--- src/rtl/skolem_ult_or_seq_pkg.sv ---
// ============================================================================
// Module  : skolem_pkg
// Purpose : Shared FSM state type, mode constants and helpers for the
//           sequential (x|s) op t Skolem generator.
// Rev     : 1.0  initial release
// ============================================================================
`default_nettype none

package skolem_pkg;

  typedef enum logic [1:0] {
    IDLE = 2'd0,
    PREP = 2'd1,
    SCAN = 2'd2,
    DONE = 2'd3
  } skolem_state_e;

  localparam int SK_MODE_ULT = 0;
  localparam int SK_MODE_ULE = 1;

  // Bit-index register width; a 1-bit operand still needs a 1-bit index.
  function automatic int sk_idx_w(input int w);
    return (w > 1) ? $clog2(w) : 1;
  endfunction

endpackage

`default_nettype wire

--- src/rtl/skolem_ult_or_seq_prefix_le.sv ---
// ============================================================================
// Module  : skolem_prefix_le
// Purpose : Unsigned a <= b restricted to the bits selected by i_mask.
// Rev     : 1.0  initial release
// ============================================================================
`default_nettype none

module skolem_prefix_le
  import skolem_pkg::*;
#(
  parameter int W = 4
) (
  input  logic [W-1:0] i_a,
  input  logic [W-1:0] i_b,
  input  logic [W-1:0] i_mask,
  output logic         o_le
);

  logic [W-1:0] w_a_m;
  logic [W-1:0] w_b_m;

  assign w_a_m = i_a & i_mask;
  assign w_b_m = i_b & i_mask;
  assign o_le  = (w_a_m <= w_b_m);

endmodule

`default_nettype wire

--- src/rtl/skolem_ult_or_seq.sv ---
// ============================================================================
// Module  : skolem_ult_or_seq
// Purpose : Maximal-witness generator for (x|s) < t (MODE 0) or <= t (MODE 1),
//           one witness bit per cycle MSB-first. Define SKOLEM_CHECK_EN to add
//           the sticky check_err self-check output.
// Rev     : 1.0  initial release
// ============================================================================
`default_nettype none

module skolem_ult_or_seq
  import skolem_pkg::*;
#(
  parameter int W    = 4,
  parameter int MODE = 0
) (
  input  logic         clk,
  input  logic         rst,
  input  logic         in_valid,
  output logic         in_ready,
  input  logic [W-1:0] s,
  input  logic [W-1:0] t,
  output logic         out_valid,
  input  logic         out_ready,
  output logic         sat,
  output logic [W-1:0] x
`ifdef SKOLEM_CHECK_EN
  ,
  output logic         check_err
`endif
);

  localparam int           IW    = sk_idx_w(W);
  localparam logic [W-1:0] c_one = W'(1);

  skolem_state_e r_state;
  logic [W-1:0]  r_s;
  logic [W-1:0]  r_t;
  logic [W-1:0]  r_x;
  logic          r_sat;
  logic          r_tight;
  logic [IW-1:0] r_idx;
  logic          r_out_valid;

  logic [W-1:0]  w_b;
  logic          w_guard;
  logic [W-1:0]  w_lomask;
  logic [W-1:0]  w_mask;
  logic          w_le;
  logic          w_b_bit;

  // ULT becomes ULE against t-1; t==0 is rejected before the decrement matters.
  assign w_b     = (MODE == SK_MODE_ULT) ? (r_t - c_one) : r_t;
  assign w_guard = (MODE == SK_MODE_ULT) ? (r_t != '0) : 1'b1;

  // The one comparator does the full-width sat check in PREP and the
  // low-bit lookahead below the current index in SCAN.
  assign w_lomask = (c_one << r_idx) - c_one;
  assign w_mask   = (r_state == PREP) ? {W{1'b1}} : w_lomask;
  assign w_b_bit  = w_b[r_idx];

  skolem_prefix_le #(
    .W (W)
  ) u_prefix_le (
    .i_a    (r_s),
    .i_b    (w_b),
    .i_mask (w_mask),
    .o_le   (w_le)
  );

  always_ff @(posedge clk) begin
    if (rst) begin
      r_state     <= IDLE;
      r_s         <= '0;
      r_t         <= '0;
      r_x         <= '0;
      r_sat       <= 1'b0;
      r_tight     <= 1'b0;
      r_idx       <= '0;
      r_out_valid <= 1'b0;
    end else begin
      case (r_state)
        IDLE: begin
          if (in_valid) begin
            r_s     <= s;
            r_t     <= t;
            r_state <= PREP;
          end
        end
        PREP: begin
          r_x   <= '0;
          r_sat <= w_guard & w_le;
          if (w_guard & w_le) begin
            r_tight <= 1'b1;
            r_idx   <= IW'(W - 1);
            r_state <= SCAN;
          end else begin
            r_out_valid <= 1'b1;
            r_state     <= DONE;
          end
        end
        SCAN: begin
          if (!r_tight) begin
            r_x[r_idx] <= 1'b1;
          end else if (!w_b_bit) begin
            r_x[r_idx] <= 1'b0;
          end else if (w_le) begin
            r_x[r_idx] <= 1'b1;
          end else begin
            r_x[r_idx] <= 1'b0;
            r_tight    <= 1'b0;
          end
          if (r_idx == '0) begin
            r_out_valid <= 1'b1;
            r_state     <= DONE;
          end else begin
            r_idx <= r_idx - IW'(1);
          end
        end
        DONE: begin
          if (out_ready) begin
            r_out_valid <= 1'b0;
            r_state     <= IDLE;
          end
        end
        default: r_state <= IDLE;
      endcase
    end
  end

  assign in_ready  = (r_state == IDLE);
  assign out_valid = r_out_valid;
  assign sat       = r_sat;
  assign x         = r_x;

`ifdef SKOLEM_CHECK_EN
  logic         r_check_err;
  logic [W-1:0] w_or;
  logic         w_rel;

  assign w_or  = r_x | r_s;
  assign w_rel = (MODE == SK_MODE_ULT) ? (w_or < r_t) : (w_or <= r_t);

  always_ff @(posedge clk) begin
    if (rst) begin
      r_check_err <= 1'b0;
    end else if ((r_state == DONE) &&
                 ((r_sat && !w_rel) || (!r_sat && (r_x != '0)))) begin
      r_check_err <= 1'b1;
    end
  end

  assign check_err = r_check_err;
`endif

endmodule

`default_nettype wire

--- config.mk ---
export PLATFORM = sky130hd
export DESIGN_NAME = skolem_ult_or_seq
export DESIGN_NICKNAME = d
export VERILOG_FILES = /design/src/rtl/skolem_ult_or_seq_pkg.sv /design/src/rtl/skolem_ult_or_seq_prefix_le.sv /design/src/rtl/skolem_ult_or_seq.sv
export SDC_FILE = /design/constraint.sdc
export NUM_CORES = 1
export LEC_CHECK = 0
export ABC_AREA = 0
export BUFFER_PORTS_ARGS = -buffer_cell sky130_fd_sc_hd__buf_2
export CAP_MARGIN = 20
export CORE_MARGIN = 1
export CORE_UTILIZATION = 55
export DETAILED_ROUTE_END_ITERATION = 8
export PLACE_DENSITY = 0.78
export SLEW_MARGIN = 20
export SYNTH_ARGS = -nofsm -noshare
export SYNTH_HDL_FRONTEND = slang
export SYNTH_SLANG_ARGS = --single-unit
--- constraint.sdc ---
create_clock -name clk -period 8 [get_ports clk]
set_clock_uncertainty 0.2 [all_clocks]
set_input_delay 0.8 -clock clk [delete_from_list [all_inputs] [get_ports clk]]
set_output_delay 0.8 -clock clk [all_outputs]
set_load 0.05 [all_outputs]
Word level (Yosys, flattened, before mapping)

Cells that the tools add are included.

Memories kept: 0
Output and inout port bits: 7
Bits in writable memories: 0
Bits in registers: 19
Input bits: 12
Logic and storage cells: 67
Memory bits (read-only): 0
Bits in latches: 0

Add/sub/neg operators: 3
Multiply operators: 0
Eq/ne operators: 9
Shift operators: 1
Muxes and demuxes: 26
Div/mod/pow operators: 0
Bitwise gates (word level): 6
Magnitude comparators: 3
Reductions and logical operators: 11

Operator list:

| kind                | count |
|---|---|
| $mux 4              | 4 |
| $and 4x4->4         | 3 |
| $mux 1              | 10 |
| $mux 2              | 5 |
| $ne 2x2->1 const B  | 5 |
| $pmux 2 s4          | 1 |
| $pmux 4 s2          | 1 |
| $sub 4x1->4 const B | 2 |
| $reduce_and 3->1    | 2 |
| $eq 2x2->1 const B  | 2 |
| $le 4x4->1          | 1 |
| $logic_not 2->1     | 2 |
| $not 4->4           | 1 |
| $or 4x4->4          | 1 |
| $pmux 2 s2          | 1 |
| $reduce_and 2->1    | 2 |
| $reduce_and 4->1    | 1 |
| $reduce_bool 4->1   | 1 |
| $shl 1x2->4 const A | 1 |
| $lt 2x3->1 const B  | 1 |
| $pmux 1 s3          | 1 |
| $reduce_bool 3->1   | 1 |
| $bmux 1 s2          | 1 |
| $demux 1 s2         | 1 |
| other kinds (8)     | 8 |

Depth between registers and ports, before layout

Gate-level depths: netlist of the first run.

Depth in word-level cells: 10
Mapped depth: 10
Depth with buffers taken out: 10

Modules after synthesis

From an unflattened synthesis of the first run, not the netlist that was laid out.

Cells, all modules: 150
Area, all modules: 1218.7 µm²

By module, submodules not included:

| module            | times used | sequential area each (µm²) | cells each | area each (µm²) |
|---|---|---|---|---|
| skolem_ult_or_seq | 1          | 380.4                      | 133        | 1093.5 |
| skolem_prefix_le  | 1          | 0.0                        | 17         | 125.1 |

Least setup slack after synthesis of the first run

No wires, ideal clock.

Kind: flip-flop to flip-flop
Start: register r_idx[1]
End: register r_idx[0]
Cell stages (with the launch flop): 11
Arrival time: 2.549 ns
Library setup time: 0.095 ns
Path slack: 5.155 ns
Path buffers: 0
Period minus slack after synthesis: 2.845 ns
Cell sequence: dfxtp_1 inv_1 ha_1 xnor2_1 nor2_1 or2_2 ha_1 and4b_4 a2111oi_2 o221ai_1 a221oi_1

Cells in the longest elaborated chain, start to end: 8
Elaborated cells between the ends (all ways): 11
Those cells by class: 1 x add/sub; 1 x order compare; 2 x eq/ne; 1 x shift; 1 x mux; 3 x bitwise; 2 x reduce/logical

RTL lines:

| what                                  | line                                                                 | text |
|---|---|---|
| start: declaration                    | skolem_ult_or_seq.sv:41                                              | `logic [IW-1:0] r_idx;` |
| start signal: assignment              | skolem_ult_or_seq.sv:94                                              | `r_idx <= IW'(W - 1);` |
| start signal: assignment              | skolem_ult_or_seq.sv:116                                             | `r_idx <= r_idx - IW'(1);` |
| $shl 1x2->4                           | skolem_ult_or_seq.sv:57                                              | `assign w_lomask = (c_one << r_idx) - c_one;` |
| $sub 4x1->4                           | skolem_ult_or_seq.sv:57                                              |  |
| $mux 4                                | skolem_ult_or_seq.sv:58                                              | `assign w_mask = (r_state == PREP) ? {W{1'b1}} : w_lomask;` |
| $and 4x4->4, on equally long branches | skolem_ult_or_seq_prefix_le.sv:22, skolem_ult_or_seq_prefix_le.sv:23 |  |
| $le 4x4->1                            | skolem_ult_or_seq_prefix_le.sv:24                                    | `assign o_le = (w_a_m <= w_b_m);` |
| $and 1x1->1                           | skolem_ult_or_seq.sv:92                                              | `if (w_guard & w_le) begin` |
| $ne 2x1->1 (no line)                  | n/a                                                                  |  |
| $reduce_and 3->1 (no line) *          | n/a                                                                  |  |

Every way passes the cells marked *; elsewhere a longest branch is shown, timed or not.
A chain may end at the register's enable or synchronous reset.

Final worst setup path of the first run

Ends and elaborated chain as after synthesis.

==> results.md, run 1 <==
* Final routed DRC violation total at 0
* Leading cell types by total area after synthesis: sky130_fd_sc_hd__dfxtp_1, sky130_fd_sc_hd__ha_1, sky130_fd_sc_hd__nand2_1
* Port-buffer cells at 18
* All-Layer GR Usage at 25.5%
* Post-DP HPWL at 2.24 mm
* Async S/R FF share, synth at 0%
* Cells after synthesis at 152
* Library cells used by synthesis at 43
* Number of hold buffers added after CTS at 0
* Signal arrival time at the worst endpoint at 3.20 ns
* First-pass DRT Iterations at 4
* Setup Total Neg Slack at 0 ns
* Launch point of the worst reg-to-reg path: r_idx[1]
* Placeable core region at 2040 µm²
* Overall routed net length at 2.98 mm
* Placer congestion estimate at 0.897
* Synthesized area per cell at 8.22 µm²
* Number of inserted diodes at 0
* PnR worst setup slack at 4.82 ns
* Worst max-slew margin expressed relative to the limit at 63.9%
* Clock edge transition at the registers on the reported setup and hold paths at 0.11 ns
* Number of nets at the end of the flow at 194
* Achievable frequency at 315 MHz
* Total congestion overflow after global routing at 0
* Antenna violations before repair at 0
* Sequential-to-total area share from yosys stat at 30.5%
* Kind of cell with the highest combined delay on the critical path: compound AO/OA/AOI/OAI gates
* Initial detailed-routing violation count at 42
* Predominant post-synthesis flop cell: sky130_fd_sc_hd__dfxtp_1
* Number of flops mapped to enable cells by yosys at 0
* Final Hold Fails at 0
* Number of global-route vias before repair at 1,109
* Yosys warns at 0
* Data required time of the critical path at 8.02 ns
* Power density over the cells at 394 nW/µm²
* Maximum clock insertion buffer count at 2
* Worst setup SP type: flop
* Post-synth net total at 177
* Die width at 49.7 µm
* Unrepaired setup endpoints after global routing: no
* Post-layout instance count excluding filler cells at 195
* Max Fanout on Critical Path at 6
* Number of maximum-capacitance violations at 0
* Critical-path cell with the highest stage delay: sky130_fd_sc_hd__dfxtp_1
* Portion of synthesized cell area occupied by the leading cell type at 30.5%
* Critical path capture point type: flop
* Final slew viol count at 0
* Setup Slack @ Placement at 4.91 ns
* Run status: complete, no violations
* Tightest Pin Transition at 0.541 ns
* Num rows at 16
* Flop and latch count out of synthesis at 19
* Leading cell type in the layout, fill and taps excluded: sky130_fd_sc_hd__dfxtp_1
* Per-cell via count in the routed design at 6.14
* Initial standard-cell utilization of the core at 61.2%
* Clock latency on the worst-skew pair at 0.30 ns
* Setup-failing EPs final at 0
* Startpoint of the lowest-slack hold path: r_s[3]
* Type of the setup path with the least slack: reg2reg
* Shortest period the worst path allows at 3.18 ns
* Number of ports placed on the die boundary at 19
* Crit path largest cell delay at 0.45 ns
* Class of the tightest hold or removal check: reg2reg
* DP Cell Count at 191
* Cell taking the most area after synthesis: sky130_fd_sc_hd__dfxtp_1
* Number of gates resized after cts at 0
* Launch point of the worst path: r_idx[1]
* Number of buffers added by the clock tree synthesis step at 3
* Overall die area at 2470 µm²
* Clock tree from TritonCTS: yes
* Worst-path cell chain: inv_1 -> ha_1 -> xnor2_1 -> nor2_1 -> or2_2 -> ha_1 -> and4b_4 -> a2111oi_2 -> o221ai_1 -> a221oi_1
* Height of the die at 49.7 µm
* Detail Route Antenna Nets at 0
* Final worst path period share at 39.7%
* Maximum level of the CTS H-tree at 1
* Synth-to-Final Area Change at 10.2%
* Cell repeated most along the worst path: sky130_fd_sc_hd__ha_1
* Cell at the root of the clock tree: sky130_fd_sc_hd__clkbuf_4
* Highest ir drop seen on vdd at 0.000314 V
* Share of post-route cells with drive strength above 1 at 16.1%
* Most used cells in the layout excluding fill and tap cells: sky130_fd_sc_hd__dfxtp_1, sky130_fd_sc_hd__buf_2, sky130_fd_sc_hd__nand2_1
* Syn Std Cell Area at 1250 µm²
* Worst path bufs/invs at 1
* Routed wirelength normalized by instance count at 15.3 µm
* Total vias in the final route at 1,197
* Leakage power summed over all cells at 0.566 nW
* TritonCTS sink count at 19
* Global-route wire length before repair at 4.77 mm
* Maximum number of pins on one net before global-route repair at 23
* Post-CTS setup buffers at 0
-- tightest hold or removal path, cell delays in order, from the launching register on --
cell	delay [ns]
sky130_fd_sc_hd__dfxtp_1	0.32
sky130_fd_sc_hd__nand2_1	0.05
sky130_fd_sc_hd__a21oi_1	0.05
-- logic make-up after synthesis --
family / after synthesis / share of synthesized area [%]
AO/OA/AOI/OAI: 42 / 24.4
AND/OR/NAND/NOR: 56 / 23.5
adder cells (fa/ha/maj): 13 / 13.0
XOR/XNOR: 2 / 1.40
multiplexers: 2 / 1.70
flip-flops: 19 / 30.5
buffers and inverters: 18 / 5.41
-- final cells by class --
class                           instances  area, µm²
Timing Repair Buffer                   18       90.1
Inverter                               12       45.0
Clock buffer                            4       26.3
Fill cell                             196        666
Sequential cell                        19        380
Tap cell                               27       33.8
Multi-Input combinational cell        115        801
-- cell usage after synthesis, types with 2 or more instances --
cell and n:
sky130_fd_sc_hd__dfxtp_1 19, sky130_fd_sc_hd__nand2_1 17, sky130_fd_sc_hd__ha_1 13, sky130_fd_sc_hd__inv_1 12, sky130_fd_sc_hd__a21oi_1 11, sky130_fd_sc_hd__nand3_1 11, sky130_fd_sc_hd__nor2_1 8, sky130_fd_sc_hd__o21ai_0 6
sky130_fd_sc_hd__clkbuf_1 5, sky130_fd_sc_hd__nor2b_1 5, sky130_fd_sc_hd__a22oi_1 4, sky130_fd_sc_hd__o22ai_1 4, sky130_fd_sc_hd__nand2b_1 3, sky130_fd_sc_hd__a21o_1 2, sky130_fd_sc_hd__a221oi_1 2, sky130_fd_sc_hd__nor3b_1 2
sky130_fd_sc_hd__o31ai_1 2
-- sequential cells by signal, summed over array words and instances (netlist names) --
name	flops
sat	1
out_valid	1
r_t	4
r_state	2
x	4
r_tight	1
r_s	4
r_idx	2
-- metrics by stage --
step	instance area [µm²]	hold WS (ns)	util, %	power (mW)
6_report	1380	0.265	67.4	0.543
5_1_grt	1380	0.293	67.4	0.578
4_1_cts	1380	0.262	67.4	0.537
3_5_place_dp	1350	0.247	66.1	0.485
3_3_place_gp	1350	0.245	66.1	0.468
2_1_floorplan	1250	0.232	-	0.411
-- routing by layer --
metal / wire length, µm / global-route usage [%]
met2: 1510 / 44.6
met4: 38 / 8.57
met1: 1280 / 31.5
met3: 162 / 3.70
met5: 0 / 0
-- where the power goes --
group	total, mW	internal, mW	switching, mW	leakage, nW
Combinational	0.351	0.128	0.223	0.396
Clock	0.0505	0.0195	0.0310	0.0150
Sequential	0.141	0.119	0.0216	0.156
Total	0.543	0.267	0.276	0.566
-- path summary, 6_finish.rpt --
path | cells past startpoint | endpoint | slack [ns]
worst max register to register | 10 | r_idx[0] | 4.82
worst max-delay path | 10 | r_idx[0] | 4.82
worst min register to register | 2 | r_s[3] | 0.26
worst min-delay path | 2 | r_s[3] | 0.26
Power figures use the tool's default switching activity.
==> run 2, diff against run 1 <==
--- a/config.mk
+++ b/config.mk
@@ -9,9 +9,9 @@
 export BUFFER_PORTS_ARGS = -buffer_cell sky130_fd_sc_hd__buf_2
 export CAP_MARGIN = 20
 export CORE_MARGIN = 1
-export CORE_UTILIZATION = 55
+export CORE_UTILIZATION = 50
 export DETAILED_ROUTE_END_ITERATION = 8
-export PLACE_DENSITY = 0.78
+export PLACE_DENSITY = 0.74
 export SLEW_MARGIN = 20
 export SYNTH_ARGS = -nofsm -noshare
 export SYNTH_HDL_FRONTEND = slang
==> constraint.sdc (replaced) <==
create_clock -name clk -period 2.6 [get_ports clk]
set_clock_uncertainty 0.2 [all_clocks]
set_input_delay 0.26 -clock clk [delete_from_list [all_inputs] [get_ports clk]]
set_output_delay 0.26 -clock clk [all_outputs]
set_load 0.05 [all_outputs]
==> results.md, run 2 (synthesis results as in run 1) <==
* Number of nets at the end of the flow at 218
* Launch point of the worst reg-to-reg path: r_t[3]
* Signal arrival time at the worst endpoint at 2.55 ns
* Launch point of the worst path: r_t[3]
* Port-buffer cells at 18
* Post-layout instance count excluding filler cells at 220
* Maximum number of pins on one net before global-route repair at 23
* Number of maximum-capacitance violations at 0
* Worst path bufs/invs at 0
* Critical-path cell with the highest stage delay: sky130_fd_sc_hd__or4_4
* Antenna violations before repair at 0
* Number of inserted diodes at 0
* Worst setup SP type: flop
* Number of buffers added by the clock tree synthesis step at 3
* Initial detailed-routing violation count at 28
* Tightest Pin Transition at 0.559 ns
* Clock edge transition at the registers on the reported setup and hold paths at 0.11 ns
* Clock tree from TritonCTS: yes
* Setup-failing EPs final at 0
* Kind of cell with the highest combined delay on the critical path: simple AND/OR/NAND/NOR gates
* Per-cell via count in the routed design at 5.77
* Post-DP HPWL at 2.50 mm
* Number of global-route vias before repair at 1,197
* Cell at the root of the clock tree: sky130_fd_sc_hd__clkbuf_4
* Startpoint of the lowest-slack hold path: t[3]
* Achievable frequency at 392 MHz
* Type of the setup path with the least slack: reg2reg
* Max Fanout on Critical Path at 7
* Leading cell type in the layout, fill and taps excluded: sky130_fd_sc_hd__buf_4
* Data required time of the critical path at 2.60 ns
* Final routed DRC violation total at 0
* Final worst path period share at 98.2%
* Die width at 52.0 µm
* Detail Route Antenna Nets at 0
* Crit path largest cell delay at 0.53 ns
* Critical path capture point type: flop
* Setup Slack @ Placement at -0.149 ns
* Most used cells in the layout excluding fill and tap cells: sky130_fd_sc_hd__buf_4, sky130_fd_sc_hd__buf_2, sky130_fd_sc_hd__nand2_1, sky130_fd_sc_hd__dfxtp_1
* Total power consumption of the routed design at 2.14 mW
* Power density over the cells at 1240 nW/µm²
* Final Hold Fails at 0
* Highest ir drop seen on vdd at 0.00104 V
* Cell repeated most along the worst path: sky130_fd_sc_hd__nand2_2
* Routed wirelength normalized by instance count at 14.8 µm
* Num rows at 17
* Global-route wire length before repair at 5.40 mm
* Maximum level of the CTS H-tree at 1
* Shortest period the worst path allows at 2.55 ns
* All-Layer GR Usage at 27.5%
* Reg-to-reg slack, setup at 0.05 ns
* Height of the die at 52.0 µm
* Placer congestion estimate at 0.828
* Endpoint of the worst register-to-register path: out_valid
* Overall die area at 2700 µm²
* Total vias in the final route at 1,269
* TritonCTS sink count at 19
* Worst max-slew margin expressed relative to the limit at 62.6%
* Synth-to-Final Area Change at 38.4%
* Clock latency on the worst-skew pair at 0.30 ns
* Maximum clock insertion buffer count at 2
* Setup Total Neg Slack at 0 ns
* Share of post-route cells with drive strength above 1 at 39.1%
* Path depth of the worst reg2reg path at 8
* Run status: complete, no violations
* First-pass DRT Iterations at 7
* Number of ports placed on the die boundary at 19
* Placeable core region at 2280 µm²
* Worst-path cell chain: or4_4 -> nand2_2 -> nand2_2 -> ha_4 -> and4_4 -> a21o_1 -> a311oi_2 -> mux2_1
* Worst Hold Endpoint: r_t[3]
* DP Cell Count at 213
* Unrepaired setup endpoints after global routing: yes
* Total congestion overflow after global routing at 0
* Overall routed net length at 3.26 mm
* Leakage power summed over all cells at 0.703 nW
* Final slew viol count at 0
* Initial standard-cell utilization of the core at 54.9%
* PnR worst setup slack at 0.0481 ns
* Class of the tightest hold or removal check: in2reg
* Min-Delay Path Depth at 3
## run 2: cell count changes in the layout (fill, tap and decap cells not counted), sizes merged
cell,delta
dlygate4sd3,+2
buf,+22
## run 2: routing by layer
metal  routed length (µm)  vias up  GRT usage (%)  part of all wire (%)
met5                    0        -              0                     0
met4                   62        0           10.4                   1.9
met3                  173       10           3.80                   5.3
met2                 1600       46           45.3                    49
met1                 1430      581           35.8                    44
li1                     -      632              -                     -
## run 2: cell type report
| class | count | area (µm²) |
|---|---|---|
| Tap cell | 28 | 35.0 |
| Clock buffer | 4 | 26.3 |
| Multi-Input combinational cell | 115 | 946 |
| Inverter | 12 | 50.0 |
| Fill cell | 178 | 548 |
| Sequential cell | 19 | 392 |
| Timing Repair Buffer | 42 | 279 |
## run 2: power by group
part	total, mW	switching, mW	leakage (nW)	internal [mW]
logic	1.56	0.853	0.529	0.711
clock network	0.151	0.0911	0.0150	0.0597
registers	0.428	0.0538	0.158	0.374
## run 2: through the flow
step | utilization [%] | hold slack [ns] | instance area [µm²]
6_report | 75.9 | 0.000447 | 1730
5_1_grt | 75.9 | -0.00430 | 1730
4_1_cts | 73.2 | 0.000573 | 1670
3_5_place_dp | 68.8 | 0.249 | 1570
3_3_place_gp | 68.8 | 0.244 | 1570
2_1_floorplan | - | 0.207 | 1310
## run 2: worst min-delay path: stages
cell and delay (ns):
sky130_fd_sc_hd__buf_2 0.09, sky130_fd_sc_hd__nand3_1 0.06, sky130_fd_sc_hd__a21oi_1 0.05
## run 2: worst max-delay path by stage
stage                     slack (ns)          to  cells after the start
final                           0.05   out_valid                      8
after global routing           -0.04    r_idx[0]                     10
after CTS                     -0.007  r_state[0]                     10
after detailed placement       -0.15  r_state[0]                     10
after global placement         -0.08    r_idx[0]                     10
after floorplan               -0.004    r_idx[0]                     10
## run 2: what timing repair did
item | in CTS | in global routing
hold endpoints to repair | 1 | 1
endpoints found under the setup margin | 10 | 10
hold buffers | 1 | 1
pin swaps | 5 | 4
resized for setup | 11 | 15
setup buffers | 1 | 0
==> run 3, diff against run 2 <==
--- a/config.mk
+++ b/config.mk
@@ -11,7 +11,7 @@
 export CORE_MARGIN = 1
 export CORE_UTILIZATION = 50
 export DETAILED_ROUTE_END_ITERATION = 8
-export PLACE_DENSITY = 0.74
+export PLACE_DENSITY = 0.85
 export SLEW_MARGIN = 20
 export SYNTH_ARGS = -nofsm -noshare
 export SYNTH_HDL_FRONTEND = slang
==> results.md, run 3 (synthesis results as in run 1) <==
* Data required time of the critical path at 2.60 ns
* PnR worst setup slack at -0.0633 ns
* Number of nets at the end of the flow at 225
* Post-DP HPWL at 2.47 mm
* Final slew viol count at 0
* Power density over the cells at 1260 nW/µm²
* Total placed instance area at 1560 µm²
* Post-layout instance count excluding filler cells at 227
* Tightest Pin Transition at 0.556 ns
* Final core occ at 80.2%
* Type of the setup path with the least slack: reg2reg
* Kind of cell with the highest combined delay on the critical path: compound AO/OA/AOI/OAI gates
* Path depth of the worst reg2reg path at 11
* Leakage power summed over all cells at 0.731 nW
* Signal arrival time at the worst endpoint at 2.66 ns
* Leading cell type in the layout, fill and taps excluded: sky130_fd_sc_hd__buf_4
* Worst path bufs/invs at 2
* Layout Cell Area excl Fill at 1820 µm²
* Final worst path period share at 102%
* Maximum level of the CTS H-tree at 1
* Worst max-slew margin expressed relative to the limit at 62.8%
* Worst setup SP type: flop
* Final routed DRC violation total at 0
* TritonCTS sink count at 19
* Total vias in the final route at 1,404
* Critical path capture point type: flop
* Per-cell via count in the routed design at 6.19
* Max Fanout on Critical Path at 3
* Share of post-route cells with drive strength above 1 at 40.7%
* Routed wirelength normalized by instance count at 18.4 µm
* Shortest period the worst path allows at 2.66 ns
* Endpoint of the worst register-to-register path: r_state[0]
* Achievable frequency at 375 MHz
* Highest ir drop seen on vdd at 0.00141 V
* Clock latency on the worst-skew pair at 0.32 ns
* Global-route wire length before repair at 5.93 mm
* Detail Route Antenna Nets at 0
* Unrepaired setup endpoints after global routing: yes
* DP Cell Count at 212
* Synth-to-Final Area Change at 46.1%
* Antenna violations before repair at 0
* Initial detailed-routing violation count at 74
* Height of the die at 52.0 µm
* Class of the tightest hold or removal check: in2reg
* Placer congestion estimate at 0.847
* Initial standard-cell utilization of the core at 54.9%
* Number of ports placed on the die boundary at 19
* Cell at the root of the clock tree: sky130_fd_sc_hd__clkbuf_4
* Reg-to-reg slack, setup at -0.06 ns
* Total congestion overflow after global routing at 0
* Crit path largest cell delay at 0.37 ns
* Startpoint of the lowest-slack hold path: s[0]
* Critical-path cell with the highest stage delay: sky130_fd_sc_hd__dfxtp_4
* Maximum clock insertion buffer count at 2
* Overall routed net length at 4.17 mm
* Die width at 52.0 µm
* Clock tree from TritonCTS: yes
* Final Hold Fails at 0
* Clock edge transition at the registers on the reported setup and hold paths at 0.12 ns
* Violated checks: negative setup slack
* Worst Hold Endpoint: r_s[0]
* Hold slack final at 0.00392 ns
* Min-Delay Path Depth at 3
* Setup-failing EPs final at 4
* Number of maximum-capacitance violations at 0
* Most used cells in the layout excluding fill and tap cells: sky130_fd_sc_hd__buf_4, sky130_fd_sc_hd__buf_2, sky130_fd_sc_hd__nand2_1
* First-pass DRT Iterations at 4
* Port-buffer cells at 18
* Launch point of the worst reg-to-reg path: r_idx[1]
* Overall die area at 2700 µm²
* Number of buffers added by the clock tree synthesis step at 3
* Num rows at 17
* Maximum number of pins on one net before global-route repair at 23
* All-Layer GR Usage at 31.1%
* Number of global-route vias before repair at 1,297
* Placeable core region at 2280 µm²
* Run status: finished with violations
* Worst-path cell chain: inv_2 -> ha_4 -> xnor2_2 -> nor2_2 -> or2_4 -> ha_4 -> a21o_1 -> a2111oi_4 -> buf_4 -> nor2_2 -> o41a_1
* Number of inserted diodes at 0
[run 3: cell types whose count changed in the layout (fill, tap and decap cells not counted), sizes merged]
cell	delta
buf	+3
dlygate4sd3	+4
[run 3: what timing repair did]
item	in CTS	in global routing
resized for setup	11	21
pin swaps	7	9
hold buffers	6	0
setup endpoints to repair	9	8
buffers inserted	2	3
endpoints found under the hold margin	6	0
[run 3: tightest hold or removal path, cell delays in order]
cell,delay (ns)
sky130_fd_sc_hd__buf_2,0.09
sky130_fd_sc_hd__nand3_1,0.05
sky130_fd_sc_hd__a21oi_1,0.06
[run 3: power breakdown]
| part | leakage [nW] | switching, mW | internal (mW) |
|---|---|---|---|
| registers | 0.158 | 0.0590 | 0.374 |
| logic | 0.558 | 0.958 | 0.747 |
| clock network | 0.0150 | 0.0985 | 0.0601 |
[run 3: per-layer routing]
| metal | up-vias | track usage (%) | share of wire, % |
|---|---|---|---|
| li1 | 650 | - | - |
| met2 | 81 | 54.7 | 52 |
| met5 | - | 0 | 0 |
| met1 | 651 | 35.7 | 39 |
| met3 | 22 | 4.39 | 5.9 |
| met4 | 0 | 16.7 | 3.9 |
[run 3: how the worst max path moves through the flow]
| stage | startpoint | to | cells after the start |
|---|---|---|---|
| floorplan | r_idx[1] | r_idx[0] | 10 |
| global placement | r_idx[0] | r_idx[0] | 10 |
| detailed placement | r_idx[1] | r_idx[0] | 10 |
| CTS | r_idx[0] | r_idx[0] | 11 |
| global route | r_idx[0] | r_idx[1] | 11 |
| finish | r_idx[1] | r_state[0] | 11 |
[run 3: final cells by class]
| cell class | instances | area (µm²) |
|---|---|---|
| inverters | 12 | 47.5 |
| multi-input cells | 115 | 982 |
| repair buffers | 49 | 342 |
| fillers | 142 | 452 |
| flip-flops and latches | 19 | 392 |
| clock buffers | 4 | 26.3 |
| well taps | 28 | 35.0 |
[run 3: per-stage QoR]
step                total power, mW  TNS (ns)  setup WS (ns)
floorplan                      1.34  -0.00438       -0.00438
CTS                            2.03    -0.117        -0.0456
global placement               1.68    -0.251        -0.0774
detailed placement             1.74    -0.592         -0.142
global route                   2.41    -0.623         -0.115
finish                         2.30    -0.209        -0.0633
